File: src/rtl/rr_encoder8_3_if.sv
// ---------------------------------------------------------------------------
// rr_encoder8_3_if
// Request/grant bundle between a set of one-hot requesters and the
// rr_encoder8_3 arbitrating encoder.
//   req   [7:0] : request vector, bit i = requester i (multi-hot allowed)
//   ack         : consumer accepts the current grant
//   idx   [2:0] : binary index of the granted requester
//   valid       : idx/grant hold a live grant
//   grant [7:0] : one-hot decode of idx while valid, else zero
//   err         : one-cycle pulse when a requester withdraws before ack
// master = requester/consumer side, slave = encoder side.
// ---------------------------------------------------------------------------
interface rr_encoder8_3_if;
   logic [7:0] req;
   logic       ack;
   logic [2:0] idx;
   logic       valid;
   logic [7:0] grant;
   logic       err;

   modport master (
      output req,
      output ack,
      input  idx,
      input  valid,
      input  grant,
      input  err
   );

   modport slave (
      input  req,
      input  ack,
      output idx,
      output valid,
      output grant,
      output err
   );
endinterface

File: src/rtl/rr_encoder8_3.sv
// ---------------------------------------------------------------------------
// rr_encoder8_3
// 8-to-3 arbitrating encoder. Picks one of up to eight requesters, presents
// its binary index with a valid/ack handshake and holds it until the grant is
// accepted (ack) or the requester withdraws (err pulse).
// Parameters:
//   RR_EN : 1 = round-robin, search starts just past the last accepted index
//           0 = fixed priority, lowest index wins
// Ports:
//   clk  : system clock, rising edge
//   rst  : synchronous active-high reset
//   bus  : rr_encoder8_3_if.slave (req, ack in; idx, valid, grant, err out,
//          all outputs registered)
// ---------------------------------------------------------------------------
module rr_encoder8_3 #(
   parameter bit RR_EN = 1'b1
) (
   input  logic           clk,
   input  logic           rst,
   rr_encoder8_3_if.slave bus
);

   localparam logic [0:0] ST_IDLE  = 1'b0;
   localparam logic [0:0] ST_GRANT = 1'b1;

   logic [0:0] state_r;
   logic [2:0] ptr_r;
   logic [2:0] idx_r;
   logic       valid_r;
   logic [7:0] grant_r;
   logic       err_r;

   logic [0:0] state_s;
   logic [2:0] ptr_s;
   logic [2:0] idx_s;
   logic       valid_s;
   logic [7:0] grant_s;
   logic       err_s;
   logic [2:0] start_s;
   logic [2:0] sel_s;

   // First set bit of r scanning start, start+1, ... with 3-bit wrap.
   function automatic logic [2:0] sel_fn(input logic [7:0] r, input logic [2:0] start);
      logic [2:0] result;
      logic [2:0] pos;
      logic       found;
      result = 3'd0;
      found  = 1'b0;
      for (int i = 0; i < 8; i++) begin
         pos    = start + 3'(i);
         result = (!found && r[pos]) ? pos : result;
         found  = found | r[pos];
      end
      return result;
   endfunction

   // Search origin: rotating pointer in round-robin mode, index 0 otherwise.
   always_comb begin
      if (RR_EN) begin
         start_s = ptr_r;
      end else begin
         start_s = 3'd0;
      end
      sel_s = sel_fn(bus.req, start_s);
   end

   // Next-state logic for the IDLE/GRANT handshake.
   always_comb begin
      state_s = state_r;
      ptr_s   = ptr_r;
      idx_s   = idx_r;
      valid_s = valid_r;
      grant_s = grant_r;
      err_s   = 1'b0;
      case (state_r)
         ST_IDLE: begin
            if (bus.req != 8'h00) begin
               idx_s   = sel_s;
               grant_s = 8'h01 << sel_s;
               valid_s = 1'b1;
               state_s = ST_GRANT;
            end else begin
               valid_s = 1'b0;
               grant_s = 8'h00;
            end
         end
         ST_GRANT: begin
            // ack wins even if the requester dropped in the same cycle.
            if (bus.ack) begin
               valid_s = 1'b0;
               grant_s = 8'h00;
               state_s = ST_IDLE;
               if (RR_EN) begin
                  ptr_s = idx_r + 3'd1;
               end else begin
                  ptr_s = ptr_r;
               end
            end else if (!bus.req[idx_r]) begin
               // Withdrawal without ack: drop the grant, keep the pointer.
               err_s   = 1'b1;
               valid_s = 1'b0;
               grant_s = 8'h00;
               state_s = ST_IDLE;
            end else begin
               state_s = ST_GRANT;
            end
         end
         default: begin
            valid_s = 1'b0;
            grant_s = 8'h00;
            state_s = ST_IDLE;
         end
      endcase
   end

   // State and output registers with synchronous reset.
   always_ff @(posedge clk) begin
      if (rst) begin
         state_r <= ST_IDLE;
         ptr_r   <= 3'd0;
         idx_r   <= 3'd0;
         valid_r <= 1'b0;
         grant_r <= 8'h00;
         err_r   <= 1'b0;
      end else begin
         state_r <= state_s;
         ptr_r   <= ptr_s;
         idx_r   <= idx_s;
         valid_r <= valid_s;
         grant_r <= grant_s;
         err_r   <= err_s;
      end
   end

   assign bus.idx   = idx_r;
   assign bus.valid = valid_r;
   assign bus.grant = grant_r;
   assign bus.err   = err_r;

endmodule
File: src/flat_wrapper.sv
// flat-port wrapper written by rule: the top's interface ports become plain ports
module rr_encoder8_3_flat 
#(
   parameter bit RR_EN = 1'b1
)
  (clk, rst, bus_req, bus_ack, bus_idx, bus_valid, bus_grant, bus_err);
  rr_encoder8_3_if bus_i ();
  input  logic clk;
  input  logic rst;
  input wire logic [$bits(bus_i.req)-1:0] bus_req;
  input wire logic [$bits(bus_i.ack)-1:0] bus_ack;
  output wire logic [$bits(bus_i.idx)-1:0] bus_idx;
  output wire logic [$bits(bus_i.valid)-1:0] bus_valid;
  output wire logic [$bits(bus_i.grant)-1:0] bus_grant;
  output wire logic [$bits(bus_i.err)-1:0] bus_err;
  assign bus_i.req = bus_req;
  assign bus_i.ack = bus_ack;
  assign bus_idx = bus_i.idx;
  assign bus_valid = bus_i.valid;
  assign bus_grant = bus_i.grant;
  assign bus_err = bus_i.err;
  rr_encoder8_3 #(.RR_EN(RR_EN)) u_core (.clk(clk), .rst(rst), .bus(bus_i));
endmodule
File: config.mk
export PLATFORM = sky130hd
export DESIGN_NAME = rr_encoder8_3_flat
export DESIGN_NICKNAME = d
export VERILOG_FILES = /design/src/rtl/rr_encoder8_3_if.sv /design/src/rtl/rr_encoder8_3.sv /design/src/flat_wrapper.sv
export SDC_FILE = /design/constraint.sdc
export NUM_CORES = 1
export LEC_CHECK = 0
export BUFFER_PORTS_ARGS = -buffer_cell sky130_fd_sc_hd__buf_2
export CORE_ASPECT_RATIO = 0.6
export CORE_UTILIZATION = 55
export CTS_BUF_LIST = sky130_fd_sc_hd__clkbuf_8
export DETAILED_ROUTE_END_ITERATION = 12
export PLACE_DENSITY = 0.75
export RECOVER_POWER = 25
export SETUP_SLACK_MARGIN = 0.2
export SYNTH_ARGS = -nofsm -noshare
export SYNTH_HDL_FRONTEND = slang
export SYNTH_SLANG_ARGS = --single-unit
File: constraint.sdc
create_clock -name clk -period 5.3 [get_ports clk]
set_input_delay 0 -clock clk [delete_from_list [all_inputs] [get_ports clk]]
set_output_delay 0 -clock clk [all_outputs]
set_load 0.005 [all_outputs]
# Word-level counts from Yosys, hierarchy flattened

Cells that the tools add are included.
Widths: inputs -> output; s select.

Flip-flop bits (word level): 17
Input bits: 11
Output and inout port bits: 13
Logic and storage cells: 88

$add $sub $neg: 8
Order comparisons: 9
Eq/ne operators: 1
Shifts and indexed selects: 1
Mux-type cells: 38
Bitwise operators: 7
Reductions and logical operators: 18

Operator list:

| operator            | number |
|---|---|
| $lt 3x4->1 const B  | 9 |
| $bmux 1 s3          | 9 |
| $mux 3              | 8 |
| $mux 8              | 3 |
| $pmux 8 s2          | 1 |
| $mux 1              | 15 |
| $add 3x3->3 const B | 4 |
| $reduce_bool 8->1   | 1 |
| $shl 1x3->8 const A | 1 |
| $logic_and 1x1->1   | 7 |
| $logic_not 1->1     | 7 |
| $add 3x1->3 const B | 2 |
| $add 3x2->3 const B | 2 |
| $or 1x1->1          | 6 |
| $pmux 1 s2          | 2 |
| $reduce_and 2->1    | 2 |
| $ne 3x3->1 const B  | 1 |
| $reduce_or 3->1     | 1 |
| $not 1->1           | 1 |

# Logic depth before layout (Yosys ltp)

Gate-level depths: netlist of the first run.

Depth in word-level cells: 15
Mapped depth: 11
Gate-level depth less buffers: 9

# Worst setup path after synthesis of the first run

OpenSTA, ideal clock, no wires.

Kind: reg-to-reg
Start point: reg u_core.ptr_r[1]
End point: reg u_core.grant_r[0] (netlist: u_core.bus.grant[0])
Library setup time: 0.117 ns
Data arrival time: 3.118 ns
Data required time: 5.183 ns
Setup slack: 2.064 ns
Stages on the path, launching flop included: 12
Path buffers: 2
Period minus slack after synthesis: 3.236 ns
Cell sequence: dfxtp_1 -> buf_4 -> clkinv_1 -> ha_1 -> buf_4 -> mux2_2 -> mux4_2 -> o32ai_4 -> nor3b_4 -> o21ai_2 -> and2_1 -> a32o_1

Longest elaborated chain between the ends: 15
Elaborated cells between the ends (all ways): 54
Classes of those cells: 7 x add/sub; 1 x shift; 26 x mux; 6 x bitwise; 14 x reduce/logical

RTL lines:

| element                                       | RTL line                                 | source |
|---|---|---|
| start, declared                               | rr_encoder8_3.sv:27                      | `logic [2:0] ptr_r;` |
| start signal, assigned                        | rr_encoder8_3.sv:127                     | `ptr_r <= ptr_s;` |
| $add 3x1->3                                   | rr_encoder8_3.sv:50                      | `pos = start + 3'(i);` |
| $bmux 1 s3                                    | rr_encoder8_3.sv:51, rr_encoder8_3.sv:52 |  |
| $mux 1 (not written as such)                  | rr_encoder8_3.sv:51, rr_encoder8_3.sv:52 |  |
| $or 1x1->1                                    | rr_encoder8_3.sv:52                      | `found = found \| r[pos];` |
| $logic_not 1->1 or $or 1x1->1 (tied branches) | rr_encoder8_3.sv:51, rr_encoder8_3.sv:52 |  |
| $logic_and 1x1->1 (tied with other cells)     | rr_encoder8_3.sv:51                      | `result = (!found && r[pos]) ? pos : result;` |
| $mux 3 (tied with other cells) (4 in a row)   | rr_encoder8_3.sv:51                      |  |
| $mux 3 or $logic_and 1x1->1 (tied branches)   | rr_encoder8_3.sv:51                      |  |
| $mux 3 *                                      | rr_encoder8_3.sv:51                      |  |
| $shl 1x3->8 *                                 | rr_encoder8_3.sv:79                      | `grant_s = 8'h01 << sel_s;` |
| $mux 8 *                                      | rr_encoder8_3.sv:77                      | `if (bus.req != 8'h00) begin` |
| $pmux 8 s2 *                                  | rr_encoder8_3.sv:75                      | `case (state_r)` |
| end signal, assigned                          | rr_encoder8_3.sv:130                     | `grant_r <= grant_s;` |
| end, declared                                 | rr_encoder8_3.sv:30                      | `logic [7:0] grant_r;` |

Mark *: on every way between the ends. The rest lies on a longest branch, timed or not. The select of a mux whose other input is x is not followed.
A chain may end at the register's enable or synchronous reset.

# Worst setup path in the final report of the first run

Start point: reg u_core.ptr_r[0]
End point: reg u_core.grant_r[4] (netlist: u_core.bus.grant[4])

Same word-level chain as after synthesis.

==> impl_metrics.env, run 1 <==
export IMPL_ys_flop_type="dfxtp_1"
export IMPL_maxSlewHeadroom_pct=48.6
export IMPL_postRouteAntennaNets=0
export IMPL_yosysUniqueCellTypes=61
export IMPL_post_place_ws_ps=1590
export IMPL_ctsLongestPathBuffers=2
export IMPL_die_y_um=45.2
export IMPL_max_stage_delay_ps=700
export IMPL_dp_hpwl_mm=3.21
export IMPL_yosys_register_bits=17
export IMPL_cp_depth=10
export IMPL_finalSetupTns_ps=0
export IMPL_fin_hold_ws_ps=62.7
export IMPL_wl_per_cell_um=17.7
export IMPL_fin_area_sq_um=1900
export IMPL_crit_path_cell_trace="buf_4 > clkinv_1 > ha_1 > mux2_2 > a221o_1 > o32ai_4 > nand2_1 > o22a_1 > a211oi_4 > a32o_1"
export IMPL_die_width_um=74.1
export IMPL_cp_start_kind="register"
export IMPL_worst_pin_slew_ps=769
export IMPL_dr_pass1_iters=4
export IMPL_fin_util_pct=65.2
export IMPL_synth_area_sq_um=1710
export IMPL_finalClockSkew_ps=1.20
export IMPL_period_share_pct=71.1
export IMPL_syn_nets=189
export IMPL_area_growth_syn_to_layout_pct=10.6
export IMPL_ys_warn_count=0
export IMPL_cts_clk_slew_worst_paths_ps=60
export IMPL_drc=0
export IMPL_maxCapViolCount=0
export IMPL_leakage_nw=0.714
export IMPL_power_share_clock_pct=20.2
export IMPL_placed_cell_area_sq_um=1850
export IMPL_outcome="finished, final reports clean"
export IMPL_cts_tree="built"
export IMPL_endpoint_kind="register"
export IMPL_top_level_ports=24
export IMPL_async_reset_ff_share_pct=0
export IMPL_path_class="register to register"
export IMPL_die_area_sq_um=3350
export IMPL_power_density_nw_per_um2=248
export IMPL_grt_use_total_pct=27.0
export IMPL_start_util_pct=58.9
export IMPL_cts_sinks=17
export IMPL_cts_root_buf="clkbuf_8"
export IMPL_antenna_found_initial=0
export IMPL_vias_per_cell=6.62
export IMPL_cp_arrival_ps=3960
export IMPL_synth_cells=175
export IMPL_core_area_sq_um=2910
export IMPL_intPower_uw=293
export IMPL_nFillCells=231
export IMPL_crit_family="compound AO/OA/AOI/OAI gates"
export IMPL_hold_class="primary input to register"
export IMPL_cpMaxStageDelayCell="ha_1"
export IMPL_layout_min_cycle_time_ps=3770
export IMPL_peakVddDrop_mv=0.180
export IMPL_crit_fanout=19
export IMPL_swShare_pct=37.7
export IMPL_rsz0062_at_grt="false"
export IMPL_post_cts_resized=0
export IMPL_hold_depth=2
export IMPL_synth_edf_count=0
export IMPL_grt_max_degree=20
export IMPL_wl_mm=4.20
export IMPL_place_inst=233
export IMPL_worst_r2r_cell_count=10
export IMPL_drive_above_1_share_pct=28.1
export IMPL_finalHoldViolCount=0
export IMPL_io_buffers=23
export IMPL_drt_iter0_drc=142
export IMPL_power_uw=471
export IMPL_maxSlewViolCount=0
export IMPL_htreeDepth=1
export IMPL_diodes=0
export IMPL_grt_pass1_vias=1320
export IMPL_power_switching_uw=178
export IMPL_clock_latency_ps=250
export IMPL_rows=15
export IMPL_seqPwrFrac_pct=32.5
export IMPL_ctsHoldBuffers=1
export IMPL_worst_path_buf_inv=2
export IMPL_seq_area_frac_synth_pct=19.9
export IMPL_layoutNonFillerInstCount=238
export IMPL_grt_ovfl_total=0
export IMPL_required_ps=5490
export IMPL_setup_viol=0
export IMPL_pwr_share_comb_pct=47.3
export IMPL_final_nets=211
export IMPL_grt_pass1_wl_mm=6.62
export IMPL_cts_buffers=3
export IMPL_post_cts_buffers=0
export IMPL_max_freq_mhz=266
export IMPL_vias=1576
export IMPL_gp_congestion=0.950
export IMPL_layout_setup_ws_ps=1530
export IMPL_syn_avg_cell_area_sq_um=9.80
[sequential cells by signal (all words and copies together) (netlist names)]
signal,cells
u_core.bus.grant,8
u_core.bus.idx,3
u_core.ptr_r,3
u_core.bus.err,1
u_core.bus.valid,1
u_core.state_r,1
[kinds of logic after synthesis]
logic type	share of synthesized area, %
compound gates	21.4
xor+xnor	2.04
fa+ha+maj	2.19
buf+inv	4.31
flops	19.9
mux	31.1
simple gates	19.1
[cells in the mapped netlist, types with 2 or more instances]
master    number  area [sq um]
xnor2_1        2          17.5
a211oi_1       2          15.0
mux2i_1        6          60.1
nor2b_1        3          18.8
or3_1          2          12.5
buf_4          2          15.0
o31ai_1        4          30.0
a32o_1         5          50.1
mux4_2        16           360
buf_2          2          10.0
xor2_1         2          17.5
and2_1         3          18.8
nand2b_1       3          18.8
clkinv_1       2          7.51
o21ai_0        2          10.0
nand2_1       21          78.8
nor2_1        13          48.8
dfxtp_1       17           340
nor4_1         2          12.5
o22ai_1        2          12.5
mux2_2         7          78.8
inv_1          4          15.0
ha_1           3          37.5
a21oi_1        9          45.0
nand3_1        3          15.0
clkbuf_1       3          11.3
[worst reg2reg max path, cell delays in order, from the launching register on]
cell      delay (ps)
dfxtp_1          310
buf_4            250
clkinv_1         300
ha_1             700
mux2_2           430
a221o_1          390
o32ai_4          370
nand2_1          100
o22a_1           250
a211oi_4         370
a32o_1           240
[path summary, 6_finish.rpt]
path                                      end                             start  slack, ps
max          u_core.bus.grant[4]$_SDFFE_PP0P_      u_core.ptr_r[0]$_SDFFE_PP0P_       1530
min            u_core.bus.idx[0]$_SDFFE_PP0P_                               rst         60
max reg2reg  u_core.bus.grant[4]$_SDFFE_PP0P_      u_core.ptr_r[0]$_SDFFE_PP0P_       1530
min reg2reg  u_core.bus.grant[7]$_SDFFE_PP0P_  u_core.bus.grant[7]$_SDFFE_PP0P_        450
[power by group through the flow]
stage,Clock (mW),Combinational [mW],Sequential (mW)
after floorplan,0,0.171,0.151
after global placement,0,0.213,0.155
after detailed placement,0,0.219,0.156
after CTS,0.0968,0.220,0.153
after global routing,0.101,0.239,0.155
final,0.0953,0.223,0.153
[final cells by class]
cell class              instances  area [sq um]  area share, %
clock buffers                   3          41.3           2.18
clock inverters                 1          3.75          0.198
inverters                       6          22.5           1.19
multi-input cells             143          1300           68.6
flip-flops and latches         17           340           18.0
well taps                      42          52.6           2.77
repair buffers                 26           135           7.13
[placed cells by master, fill, tap and decap left out, types with 5 or more instances in the layout]
cell     count
buf_2       19
a32o_1       5
mux4_2      16
nand2_1     21
inv_1        5
nor2_1      13
a21oi_1      9
dfxtp_1     17
mux2i_1      6
mux2_2       7
[layer usage]
| metal | vias to the layer above | track usage (%) | part of all wire [%] |
|---|---|---|---|
| met4 | 0 | 4.23 | 0.40 |
| li1 | 724 | - | - |
| met2 | 77 | 34.7 | 43 |
| met5 | - | 0 | 0 |
| met3 | 2 | 9.15 | 9.4 |
| met1 | 773 | 43.0 | 47 |
Power figures use the tool's default switching activity.
==> run 2: changes to the inputs <==
- ABC_AREA: not set -> 1
- clock period: 5.3 -> 3.6 ns (I/O delays scaled with it)
==> impl_metrics.env, run 2 <==
export IMPL_nFillCells=259
export IMPL_grt_use_total_pct=28.6
export IMPL_synth_top_cell_by_area="dfxtp_1"
export IMPL_swShare_pct=45.8
export IMPL_cts_tree="built"
export IMPL_cts_root_buf="clkbuf_8"
export IMPL_diodes=0
export IMPL_r2r_start="u_core.ptr_r[1]$_SDFFE_PP0P_"
export IMPL_maxSlewViolCount=0
export IMPL_peakVddDrop_mv=0.216
export IMPL_vias_per_cell=5.54
export IMPL_wl_per_cell_um=13.1
export IMPL_die_area_sq_um=3120
export IMPL_synth_area_sq_um=1590
export IMPL_area_growth_syn_to_layout_pct=11.0
export IMPL_cts_buffers=3
export IMPL_setup_viol=0
export IMPL_power_density_nw_per_um2=430
export IMPL_hold_depth=2
export IMPL_max_freq_mhz=338
export IMPL_rsz0062_at_grt="false"
export IMPL_min_delay_start="rst"
export IMPL_ys_warn_count=0
export IMPL_post_cts_resized=0
export IMPL_cts_sinks=17
export IMPL_antenna_found_initial=0
export IMPL_top_level_ports=24
export IMPL_worst_pin_slew_ps=413
export IMPL_layoutNonFillerInstCount=320
export IMPL_grt_max_degree=16
export IMPL_final_common_cell="nand2_1"
export IMPL_period_share_pct=82.1
export IMPL_layout_min_cycle_time_ps=2950
export IMPL_syn_nets=279
export IMPL_grt_ovfl_total=0
export IMPL_grt_pass1_wl_mm=6.83
export IMPL_drc=0
export IMPL_final_nets=303
export IMPL_hold_class="primary input to register"
export IMPL_power_share_clock_pct=18.4
export IMPL_clock_latency_ps=250
export IMPL_pwr_share_comb_pct=51.1
export IMPL_ctsLongestPathBuffers=2
export IMPL_maxSlewHeadroom_pct=72.4
export IMPL_htreeDepth=1
export IMPL_final_cell_mix="nand2_1, nand3_1, nor2_1"
export IMPL_dp_hpwl_mm=3.41
export IMPL_synth_cells=265
export IMPL_worst_r2r_cell_count=15
export IMPL_finalClockSkew_ps=1.66
export IMPL_wl_mm=4.18
export IMPL_synth_edf_count=0
export IMPL_vias=1772
export IMPL_yosysUniqueCellTypes=29
export IMPL_finalSetupTns_ps=0
export IMPL_yosys_register_bits=17
export IMPL_seq_area_sq_um=340
export IMPL_finalHoldViolCount=0
export IMPL_endpoint_kind="register"
export IMPL_crit_fanout=10
export IMPL_required_ps=3780
export IMPL_cts_clk_slew_worst_paths_ps=60
export IMPL_r2r_setup_slack_ps=650
export IMPL_ys_flop_type="dfxtp_1"
export IMPL_drive_above_1_share_pct=17.7
export IMPL_start_util_pct=60.6
export IMPL_r2r_end="u_core.bus.grant[7]$_SDFFE_PP0P_"
export IMPL_synth_common_cells="nand2_1, nand3_1, nor2_1"
export IMPL_synth_area_leaders="dfxtp_1, nand2_1, nand3_1"
export IMPL_die_y_um=43.7
export IMPL_die_width_um=71.4
export IMPL_leakage_nw=0.932
export IMPL_multi_input_area_sq_um=1090
export IMPL_async_reset_ff_share_pct=0
export IMPL_seqPwrFrac_pct=30.5
export IMPL_syn_avg_cell_area_sq_um=6.01
export IMPL_gp_congestion=0.968
export IMPL_place_inst=315
export IMPL_core_area_sq_um=2630
export IMPL_maxCapViolCount=0
export IMPL_postRouteAntennaNets=0
export IMPL_drt_iter0_drc=149
export IMPL_layout_setup_ws_ps=645
export IMPL_netlist_area_leader_share_pct=21.4
export IMPL_synthMostInstantiatedCell="nand2_1"
export IMPL_path_class="register to register"
export IMPL_outcome="finished, final reports clean"
export IMPL_whs_endpoint="u_core.bus.grant[3]$_SDFFE_PP0P_"
export IMPL_seq_area_frac_synth_pct=21.4
export IMPL_cp_start_kind="register"
export IMPL_grt_pass1_vias=1441
export IMPL_dr_pass1_iters=5
export IMPL_post_place_ws_ps=720
export IMPL_io_buffers=23
export IMPL_intPower_uw=411
export IMPL_cp_arrival_ps=3140
export IMPL_power_switching_uw=348
export IMPL_rows=14
export IMPL_largest_reg_flops=8
==> run 2: changes by cell type after synthesis, sizes merged, moves of 8 or more <==
cell	delta
nand3	+40
mux4	-16
o21ai	+8
nand2	+60
nor2	+19
inv	+29
mux2	-8
==> run 2: cells by family (layout without fill, tap and decap cells) <==
family / Yosys count / in the layout / share of synthesized area, %
adders and majority gates: 3 / 3 / 2.36
and+or+nand+nor: 169 / 169 / 52.4
AOI/OAI and AO/OA: 32 / 32 / 10.8
buffers and inverters: 39 / 62 / 10.3
xor gates and xnor gates: 5 / 5 / 2.75
DFF: 17 / 17 / 21.4
==> run 2: worst max-delay path by stage <==
| stage | slack (ps) | depth (start not counted) | from | end |
|---|---|---|---|---|
| 2_1_floorplan | 1130 | 17 | u_core.ptr_r[0]$_SDFFE_PP0P_ | u_core.bus.grant[2]$_SDFFE_PP0P_ |
| 3_3_place_gp | 730 | 16 | u_core.ptr_r[1]$_SDFFE_PP0P_ | u_core.bus.grant[5]$_SDFFE_PP0P_ |
| 3_5_place_dp | 720 | 15 | u_core.ptr_r[1]$_SDFFE_PP0P_ | u_core.bus.grant[7]$_SDFFE_PP0P_ |
| 4_1_cts | 700 | 15 | u_core.ptr_r[1]$_SDFFE_PP0P_ | u_core.bus.grant[7]$_SDFFE_PP0P_ |
| 5_1_grt | 420 | 17 | u_core.ptr_r[1]$_SDFFE_PP0P_ | u_core.bus.grant[4]$_SDFFE_PP0P_ |
| 6_report | 650 | 15 | u_core.ptr_r[1]$_SDFFE_PP0P_ | u_core.bus.grant[7]$_SDFFE_PP0P_ |
==> run 2: stage by stage <==
step | utilization [%] | instance area [sq um] | total power [mW] | hold WS [ps]
after floorplan | - | 1590 | 0.524 | 77.0
after global placement | 65.2 | 1710 | 0.615 | 204
after detailed placement | 65.2 | 1710 | 0.611 | 207
after CTS | 67.3 | 1770 | 0.752 | 57.6
after global routing | 67.2 | 1770 | 0.818 | 81.3
final | 67.2 | 1770 | 0.759 | 63.0
==> run 2: metal layers <==
| metal | up-vias | track usage, % | part of all wire, % |
|---|---|---|---|
| li1 | 915 | - | - |
| met1 | 768 | 47.2 | 54 |
| met2 | 85 | 37.0 | 36 |
| met3 | 4 | 5.81 | 9.1 |
| met4 | 0 | 5.20 | 0.69 |
| met5 | - | 0 | 0 |
==> run 2: power by group through the flow <==
| stage | registers [mW] | clock network (mW) | logic (mW) |
|---|---|---|---|
| finish | 0.232 | 0.140 | 0.388 |
| CTS | 0.231 | 0.142 | 0.379 |
| global placement | 0.234 | 0 | 0.381 |
| global route | 0.235 | 0.151 | 0.431 |
| floorplan | 0.228 | 0 | 0.295 |
| detailed placement | 0.236 | 0 | 0.376 |
==> run 2: layout make-up <==
type | instances | area share (%)
Multi-Input combinational cell | 209 | 61.5
Sequential cell | 17 | 19.3
Timing Repair Buffer | 25 | 7.37
Inverter | 33 | 7.01
Clock buffer | 3 | 2.34
Tap cell | 32 | 2.27
Clock inverter | 1 | 0.212
==> run 2: critical path, stage by stage, from the launching register on <==
cell     delay (ps)
dfxtp_1         550
inv_2           180
ha_1            420
inv_1           260
nand3_2         150
nand3_2         120
nand2_4          70
nor2_8          130
nand4_4         130
nor2_4          180
nand2_1         100
nand4_1          90
nand2_1         110
nor2_1          160
nand2_1          70
a21oi_1         120
==> run 2: what timing repair did <==
action                     4_1_cts  5_1_grt
setup endpoints to repair        0        0
setup buffers                    0        0
hold buffers                     1        0
hold endpoints to repair         1        0
